--- src/rtl/bs_pkg.sv ---
// Shared types and constants for the bit-serial ALU sequencer.
package bs_pkg;

  typedef enum logic [1:0] {
    IDLE = 2'd0,
    ADD  = 2'd1,
    MULT = 2'd2,
    DONE = 2'd3
  } bs_state_t;

  localparam logic BS_OP_ADD  = 1'b0;
  localparam logic BS_OP_MULT = 1'b1;

endpackage

--- src/rtl/adder.sv ---
// One-bit full adder cell; the only arithmetic element of the bit-serial ALU.
module adder (
  input  logic a,
  input  logic b,
  input  logic cin,
  output logic sum,
  output logic cout
);

  assign sum  = a ^ b ^ cin;
  assign cout = (a & b) | (a & cin) | (b & cin);

endmodule

--- src/rtl/bs_alu_seq.sv ---
// Bit-serial add/multiply sequencer driving a single shared full-adder cell.
// Define BS_MULT_EN to build the multiply path; otherwise multiply requests report unsupported.
module bs_alu_seq
  import bs_pkg::*;
#(
  parameter int unsigned length = 8
) (
  input  logic              i_clk,
  input  logic              i_rst_n,
  input  logic              i_start,
  input  logic              i_con_alufun,
  input  logic [length-1:0] i_data_a,
  input  logic [length-1:0] i_data_b,
  output logic              o_busy,
  output logic              o_done,
  output logic [length-1:0] o_data_result,
  output logic              o_flag
);

  localparam int unsigned CW = (length > 1) ? $clog2(length) : 1;
  localparam logic [CW-1:0] K_LAST = CW'(length - 1);

  bs_state_t         state_q, state_d;
  logic [length-1:0] a_q, a_d;
  logic [length-1:0] b_q, b_d;
  logic [length-1:0] acc_q, acc_d;
  logic [CW-1:0]     k_q, k_d;
  logic              carry_q, carry_d;
  logic              busy_d, done_d, flag_d;
  logic [length-1:0] result_d;

  logic              add_a, add_b, add_sum, add_cout;
  logic              k_last;
  logic [CW-1:0]     k_inc;

`ifdef BS_MULT_EN
  logic [CW-1:0]     j_q, j_d;
  logic              sticky_q, sticky_d;
  logic              pp_bit;
  logic              shifted_out;

  // Partial-product bit for (A << j) at position k, and A bits pushed past the MSB by that shift.
  always_comb begin
    pp_bit      = 1'b0;
    shifted_out = 1'b0;
    if (k_q >= j_q) pp_bit = a_q[k_q - j_q];
    for (int unsigned i = 0; i < length; i++) begin
      if (i + 32'(j_q) >= length) shifted_out = shifted_out | a_q[i];
    end
  end
`endif

  // Adder operand selection; kept apart from the next-state logic so no comb loop is formed.
  always_comb begin
    add_a = 1'b0;
    add_b = 1'b0;
    case (state_q)
      ADD: begin
        add_a = a_q[k_q];
        add_b = b_q[k_q];
      end
`ifdef BS_MULT_EN
      MULT: begin
        add_a = acc_q[0];
        add_b = b_q[j_q] & pp_bit;
      end
`endif
      default: ;
    endcase
  end

  adder u_adder (
    .a    (add_a),
    .b    (add_b),
    .cin  (carry_q),
    .sum  (add_sum),
    .cout (add_cout)
  );

  assign k_last = (k_q == K_LAST);
  assign k_inc  = k_last ? '0 : k_q + CW'(1);

  // Next-state, datapath and registered-output values.
  always_comb begin
    state_d  = state_q;
    a_d      = a_q;
    b_d      = b_q;
    acc_d    = acc_q;
    k_d      = k_q;
    carry_d  = carry_q;
    busy_d   = o_busy;
    done_d   = 1'b0;
    result_d = o_data_result;
    flag_d   = o_flag;
`ifdef BS_MULT_EN
    j_d      = j_q;
    sticky_d = sticky_q;
`endif

    case (state_q)
      IDLE: begin
        if (i_start) begin
          a_d     = i_data_a;
          b_d     = i_data_b;
          acc_d   = '0;
          k_d     = '0;
          carry_d = 1'b0;
          busy_d  = 1'b1;
`ifdef BS_MULT_EN
          j_d      = '0;
          sticky_d = 1'b0;
`endif
          if (i_con_alufun == BS_OP_MULT) begin
`ifdef BS_MULT_EN
            state_d = MULT;
`else
            state_d  = DONE;
            done_d   = 1'b1;
            result_d = '0;
            flag_d   = 1'b1;
`endif
          end else begin
            state_d = ADD;
          end
        end
      end

      ADD: begin
        acc_d   = {add_sum, acc_q[length-1:1]};
        carry_d = add_cout;
        k_d     = k_inc;
        if (k_last) begin
          state_d  = DONE;
          done_d   = 1'b1;
          result_d = acc_d;
          flag_d   = add_cout;
        end
      end

`ifdef BS_MULT_EN
      // Each pass rotates the accumulator once while adding the shifted, gated multiplicand.
      MULT: begin
        acc_d    = {add_sum, acc_q[length-1:1]};
        carry_d  = k_last ? 1'b0 : add_cout;
        sticky_d = sticky_q | (k_last & add_cout)
                 | ((k_q == '0) & b_q[j_q] & shifted_out);
        k_d      = k_inc;
        if (k_last) begin
          if (j_q == K_LAST) begin
            j_d      = '0;
            state_d  = DONE;
            done_d   = 1'b1;
            result_d = acc_d;
            flag_d   = sticky_d;
          end else begin
            j_d = j_q + CW'(1);
          end
        end
      end
`endif

      DONE: begin
        state_d = IDLE;
        busy_d  = 1'b0;
      end

      default: state_d = IDLE;
    endcase
  end

  // State, datapath and output registers.
  always_ff @(posedge i_clk or negedge i_rst_n) begin
    if (!i_rst_n) begin
      state_q       <= IDLE;
      a_q           <= '0;
      b_q           <= '0;
      acc_q         <= '0;
      k_q           <= '0;
      carry_q       <= 1'b0;
      o_busy        <= 1'b0;
      o_done        <= 1'b0;
      o_data_result <= '0;
      o_flag        <= 1'b0;
`ifdef BS_MULT_EN
      j_q           <= '0;
      sticky_q      <= 1'b0;
`endif
    end else begin
      state_q       <= state_d;
      a_q           <= a_d;
      b_q           <= b_d;
      acc_q         <= acc_d;
      k_q           <= k_d;
      carry_q       <= carry_d;
      o_busy        <= busy_d;
      o_done        <= done_d;
      o_data_result <= result_d;
      o_flag        <= flag_d;
`ifdef BS_MULT_EN
      j_q           <= j_d;
      sticky_q      <= sticky_d;
`endif
    end
  end

endmodule
--- config.mk ---
export PLATFORM = sky130hd
export DESIGN_NAME = bs_alu_seq
export DESIGN_NICKNAME = d
export VERILOG_FILES = /design/src/rtl/bs_pkg.sv /design/src/rtl/adder.sv /design/src/rtl/bs_alu_seq.sv
export SDC_FILE = /design/constraint.sdc
export NUM_CORES = 1
export LEC_CHECK = 0
export CAP_MARGIN = 20
export CORE_MARGIN = 2
export CORE_UTILIZATION = 55
export CTS_CLUSTER_SIZE = 28
export DETAILED_ROUTE_END_ITERATION = 6
export PLACE_DENSITY = 0.83
export SLEW_MARGIN = 10
export SYNTH_ARGS = -nofsm -noshare
export SYNTH_HDL_FRONTEND = slang
export SYNTH_SLANG_ARGS = --single-unit
--- constraint.sdc ---
create_clock -name i_clk -period 6.03 [get_ports i_clk]
set_input_delay 1.206 -clock i_clk [delete_from_list [all_inputs] [get_ports i_clk]]
set_output_delay 1.206 -clock i_clk [all_outputs]
set_load 0.005 [all_outputs]
==> flow_metrics.env, run 1 <==
export IMPL_status="finished, final reports clean"
export IMPL_io_buffers=30
export IMPL_synth_area_mm2=0.00172
export IMPL_clockBufferDepth=2
export IMPL_setup_viol=0
export IMPL_hold_end="a_q[0]"
export IMPL_drc=0
export IMPL_hold_buffers=0
export IMPL_cts_setup_buffers=0
export IMPL_final_util=0.702
export IMPL_hold_path_cell_count=1
export IMPL_grt_ovfl_total=0
export IMPL_drive_gt1_frac=0.173
export IMPL_fmax_mhz=387
export IMPL_r2r_setup_slack_ns=3.59
export IMPL_synth_edf_count=0
export IMPL_yosysTopAreaCell="dfrtp_1"
export IMPL_dp_hpwl_mm=2.05
export IMPL_whs_ns=0.496
export IMPL_dr_total_vias=1055
export IMPL_diodes=0
export IMPL_fin_crit_ns=2.59
export IMPL_worstSetupPathType="input port to flop"
export IMPL_cts_buffers=5
export IMPL_synthesis_nets=151
export IMPL_first_global_vias=1107
export IMPL_rsz0062_at_grt="false"
export IMPL_vias_per_cell=5.12
export IMPL_yosysMostFrequentCell="dfrtp_1"
export IMPL_initial_core_util=0.569
export IMPL_cts_sinks=40
export IMPL_hold_path_class="flop to flop"
export IMPL_drv_slew=0
export IMPL_die_area_mm2=0.00360
export IMPL_r2r_start="state_q[0]"
export IMPL_drt_iter0_drc=19
export IMPL_r2r_end="o_data_result[7]"
export IMPL_clk_pin_slew_worst_paths_ns=0.12
export IMPL_cp_start_kind="input port"
export IMPL_fp_dieH_um=60.0
export IMPL_core_area_mm2=0.00303
export IMPL_async_flop_share=1.00
export IMPL_crit_fanout=16
export IMPL_die_w_um=60.0
export IMPL_worst_pin_slew_ns=0.905
export IMPL_synth_cells=128
export IMPL_maxCapViolCount=0
export IMPL_synth_area_leaders="dfrtp_1 (58%), mux2_2 (10%), mux4_1 (6.1%), nand2_1 (5.0%), mux2i_1 (4.1%)"
export IMPL_r2r_cells=5
export IMPL_critPathSlowestCell="nor3b_4"
export IMPL_wl_met2_mm=1.49
export IMPL_placed_area_mm2=0.00204
export IMPL_io_pins=31
export IMPL_wl_per_cell_um=14.0
export IMPL_ys_seq_area_frac=0.581
export IMPL_cp_end_kind="flop"
export IMPL_grt_pass1_wl_mm=4.86
export IMPL_min_from="a_q[0]"
export IMPL_grt_usage=0.187
export IMPL_synth_top_area_frac=0.581
export IMPL_drtPass1Iterations=4
export IMPL_syn_area_per_cell_um2=13.5
export IMPL_cts_resized_gates=0
export IMPL_regArea_mm2=0.00100
export IMPL_topRoutingLayerUsed="met4"
export IMPL_totalWireLength_mm=2.87
export IMPL_finalClockSkew_ns=0.00603
export IMPL_finalSetupTns_ns=0
export IMPL_leakagePower_nw=0.954
export IMPL_num_fill_cells=227
export IMPL_met1_length_mm=1.19
export IMPL_wl_met3_um=138
export IMPL_antenna_found_initial=0
export IMPL_htree_levels=2
export IMPL_synthToLayoutAreaGrowth_pct=23.4
export IMPL_grt_start_max_net_pins=41
export IMPL_cp_required_ns=6.27
export IMPL_row_count=20
export IMPL_gp_congestion=0.765
export IMPL_multiInputGateArea_um2=651
export IMPL_period_share=0.429
export IMPL_clk_latency_ns=0.35
export IMPL_arrival_ns=2.83
export IMPL_cts_tree="done"
export IMPL_hold_viol=0
export IMPL_power_mw=1.08
export IMPL_yosysWarningCount=0
export IMPL_synth_seq_cells=40
export IMPL_dominantRegCellSynth="dfrtp_1"
export IMPL_cts_root_buf="clkbuf_4"
export IMPL_cpPeakStageDelay_ns=0.67
export IMPL_pwr_density_cell_mw_per_mm2=509
export IMPL_crit_path_cell_trace="clkdlybuf4s50_1 > nor3b_4 > mux2_2"
export IMPL_nNetsFinal=184
export IMPL_synthDistinctLibCells=26
export IMPL_peakVddDrop_mv=0.279
export IMPL_synth_common_cells="dfrtp_1 (40), nand2_1 (23), mux2_2 (16)"
export IMPL_slew_headroom=0.396
export IMPL_final_area_mm2=0.00213
export IMPL_drtAntennaViolNets=0
## critical path, delay by kind of cell
family                 cells  cell delay, ns
buffers and inverters      1            0.53
muxes                      1            0.42
and+or+nand+nor            1            0.67
## flip-flops by register name, summed over array words and instances, names as in the netlist
signal,count
a_q,8
acc_q,7
b_q,8
carry_q,1
k_q,3
o_busy,1
o_data_result,8
o_done,1
o_flag,1
state_q,2
## through the flow
stage,worst slack [ns],instances
2_1_floorplan,3.85,128
3_3_place_gp,2.85,197
3_5_place_dp,2.76,197
4_1_cts,3.14,205
5_1_grt,3.36,206
6_report,3.44,206
## power breakdown
group | switching (mW) | internal, mW | total, mW
Clock | 0.0896 | 0.0864 | 0.176
Sequential | 0.0801 | 0.394 | 0.474
Combinational | 0.174 | 0.258 | 0.432
Total | 0.344 | 0.738 | 1.08
## how the worst max path moves through the flow
| stage | slack (ns) | start | endpoint |
|---|---|---|---|
| 3_5_place_dp | 2.76 | i_start | o_data_result[7] |
| 6_report | 3.44 | i_start | b_q[0] |
| 5_1_grt | 3.36 | i_start | b_q[0] |
| 3_3_place_gp | 2.85 | i_start | o_data_result[7] |
| 4_1_cts | 3.14 | i_start | o_data_result[7] |
| 2_1_floorplan | 3.85 | i_start | a_q[6] |
## routing by layer
layer  up-vias  GRT usage
met2        27      0.321
met3         7     0.0649
met4         0     0.0730
met1       519      0.213
met5         -          0
li1        502          -
## cell type report
| class | instances | area share |
|---|---|---|
| clock inverter | 3 | 0.0200 |
| multi-input combinational | 73 | 0.306 |
| timing repair buffer | 31 | 0.142 |
| sequential | 40 | 0.471 |
| tap | 44 | 0.0259 |
| clock buffer | 5 | 0.0176 |
| inverter | 10 | 0.0176 |
## cell usage in the layout (no fill, tap or decap), types with 2 or more instances in the layout
master           count
nor2_1               2
nand2_1             23
a21oi_1              3
clkdlybuf4s50_1     29
inv_1               10
mux2_2              16
mux2_1               4
mux4_1               4
dfrtp_1             40
ha_1                 2
clkbuf_4             5
mux2i_1              7
## logic make-up (layout without fill, tap and decap cells)
group,Yosys count,after routing,synth area share
DFF,40,40,0.581
muxes,31,31,0.232
and+or+nand+nor,29,29,0.0769
buffers and inverters,15,49,0.0421
AOI/OAI and AO/OA,10,10,0.0421
adders and majority gates,3,3,0.0261
Note: power is estimated with default switching activity, not from simulation.
==> run 2, diff against run 1 <==
- CORE_UTILIZATION: 55 -> 46
- PLACE_DENSITY: 0.83 -> 0.74
- clock period: 6.03 -> 2.1 ns (I/O delays scaled with it)
==> flow_metrics.env, run 2 (synthesis gave the netlist of run 1 again) <==
export IMPL_fp_dieH_um=65.2
export IMPL_fin_crit_ns=2.07
export IMPL_placed_area_mm2=0.00212
export IMPL_critPathSlowestCell="mux4_2"
export IMPL_worstSetupPathType="flop to flop"
export IMPL_dp_hpwl_mm=2.37
export IMPL_period_share=0.985
export IMPL_diodes=0
export IMPL_whs_ns=0.0200
export IMPL_r2r_cells=6
export IMPL_crit_fanout=6
export IMPL_grt_ovfl_total=0
export IMPL_drtPass1Iterations=2
export IMPL_drc=0
export IMPL_cts_tree="done"
export IMPL_wl_per_cell_um=14.4
export IMPL_drv_slew=0
export IMPL_layout_cells_most_common_list="dfrtp_1 (39), clkdlybuf4s50_1 (29), nand2_1 (21), mux2_2 (16), inv_1 (10)"
export IMPL_clk_pin_slew_worst_paths_ns=0.07
export IMPL_maxCapViolCount=0
export IMPL_hold_path_class="input port to asynchronous set/reset pin"
export IMPL_clk_latency_ns=0.29
export IMPL_worst_pin_slew_ns=0.493
export IMPL_fin_ws_ns=0.0318
export IMPL_arrival_ns=2.30
export IMPL_cp_required_ns=2.33
export IMPL_cpPeakStageDelay_ns=0.53
export IMPL_finalSetupTns_ns=0
export IMPL_dr_total_vias=1086
export IMPL_rsz0062_at_grt="true"
export IMPL_fmax_mhz=484
export IMPL_nNetsFinal=191
export IMPL_status="finished, final reports clean"
export IMPL_grt_usage=0.178
export IMPL_peakVddDrop_mv=0.569
export IMPL_io_buffers=30
export IMPL_cts_buffers=5
export IMPL_grt_start_max_net_pins=17
export IMPL_htree_levels=2
export IMPL_layout_commonest_cell="dfrtp_1"
export IMPL_hold_buffers=0
export IMPL_gp_congestion=0.760
export IMPL_clockBufferDepth=2
export IMPL_vias_per_cell=5.00
export IMPL_hold_viol=0
export IMPL_drive_gt1_frac=0.254
export IMPL_synthToLayoutAreaGrowth_pct=27.8
export IMPL_leakagePower_nw=0.984
export IMPL_cp_end_kind="flop"
export IMPL_finalClockSkew_ns=0.00505
export IMPL_antenna_found_initial=0
export IMPL_initial_core_util=0.475
export IMPL_setup_viol=0
export IMPL_first_global_vias=1220
export IMPL_final_area_mm2=0.00220
export IMPL_die_area_mm2=0.00425
export IMPL_slew_headroom=0.671
export IMPL_drtAntennaViolNets=0
export IMPL_die_w_um=65.2
export IMPL_io_pins=31
export IMPL_pwr_density_cell_mw_per_mm2=1490
export IMPL_drt_iter0_drc=35
export IMPL_row_count=22
export IMPL_crit_path_cell_trace="mux4_2 > mux2_2 > nand2_2 > fa_1 > nor2_2 > mux2_1"
export IMPL_core_area_mm2=0.00363
export IMPL_largest_registers="a_q: 8 flops, b_q: 8 flops, o_data_result: 8 flops"
export IMPL_cts_sinks=40
export IMPL_place_ws_ns=-0.0839
export IMPL_totalWireLength_mm=3.12
export IMPL_grt_pass1_wl_mm=5.68
export IMPL_cp_start_kind="flop"
export IMPL_cts_root_buf="clkbuf_8"
run 2: cell count changes in the layout (fill, tap and decap cells not counted), moves of 2 or more:
cell      delta
clkbuf_8     +6
nand2_2      +2
buf_4        +6
clkbuf_4     -5
nand2_1      -2
mux4_2       +4
mux4_1       -4
run 2: cell type report:
type,count,area [um2]
Inverter,10,37.5
Sequential cell,40,1000
Tap cell,48,60.1
Timing Repair Buffer,38,368
Fill cell,309,1430
Clock inverter,2,10.0
Multi-Input combinational cell,73,643
Clock buffer,6,82.6
run 2: final timing paths:
| check | slack [ns] | from | to |
|---|---|---|---|
| min reg2reg | 0.49 | acc_q[3] | acc_q[3] |
| max in group asynchronous | 1.56 | i_rst_n | k_q[1] |
| max reg2reg | 0.03 | k_q[1] | o_data_result[7] |
| min | 0.02 | i_rst_n | o_flag |
| min in group i_clk | 0.49 | acc_q[3] | acc_q[3] |
| max | 0.03 | k_q[1] | o_data_result[7] |
run 2: metrics by stage:
| step | cells | power (mW) | utilization |
|---|---|---|---|
| floorplan | 128 | 2.22 | - |
| global placement | 209 | 2.63 | 0.583 |
| detailed placement | 209 | 2.73 | 0.583 |
| CTS | 217 | 3.29 | 0.604 |
| global route | 217 | 3.55 | 0.606 |
| finish | 217 | 3.28 | 0.606 |
run 2: routing by layer:
| metal | global-route usage | vias up | part of all wire |
|---|---|---|---|
| met3 | 0.0565 | 9 | 0.043 |
| met1 | 0.211 | 541 | 0.41 |
| met5 | 0 | - | 0 |
| li1 | - | 510 | - |
| met2 | 0.304 | 26 | 0.53 |
| met4 | 0.0625 | 0 | 0.018 |
run 2: where the power goes:
| part | internal [mW] | switching [mW] |
|---|---|---|
| logic | 0.827 | 0.563 |
| clock network | 0.262 | 0.259 |
| registers | 1.14 | 0.234 |
| total | 2.23 | 1.06 |
run 2: timing repair:
action | CTS | global route
cloned | 0 | 0
hold endpoints to repair | 0 | 0
setup endpoints to repair | 3 | 2
setup buffers | 0 | 0
pin swaps | 1 | 1
resized for setup | 5 | 3
run 2: worst max-delay path, delay by kind of cell, from the launching register on:
kind	cells	cell delay, ns
adder cells (fa/ha/maj)	1	0.42
multiplexers	3	0.95
AND/OR/NAND/NOR	2	0.19
flip-flops	1	0.45
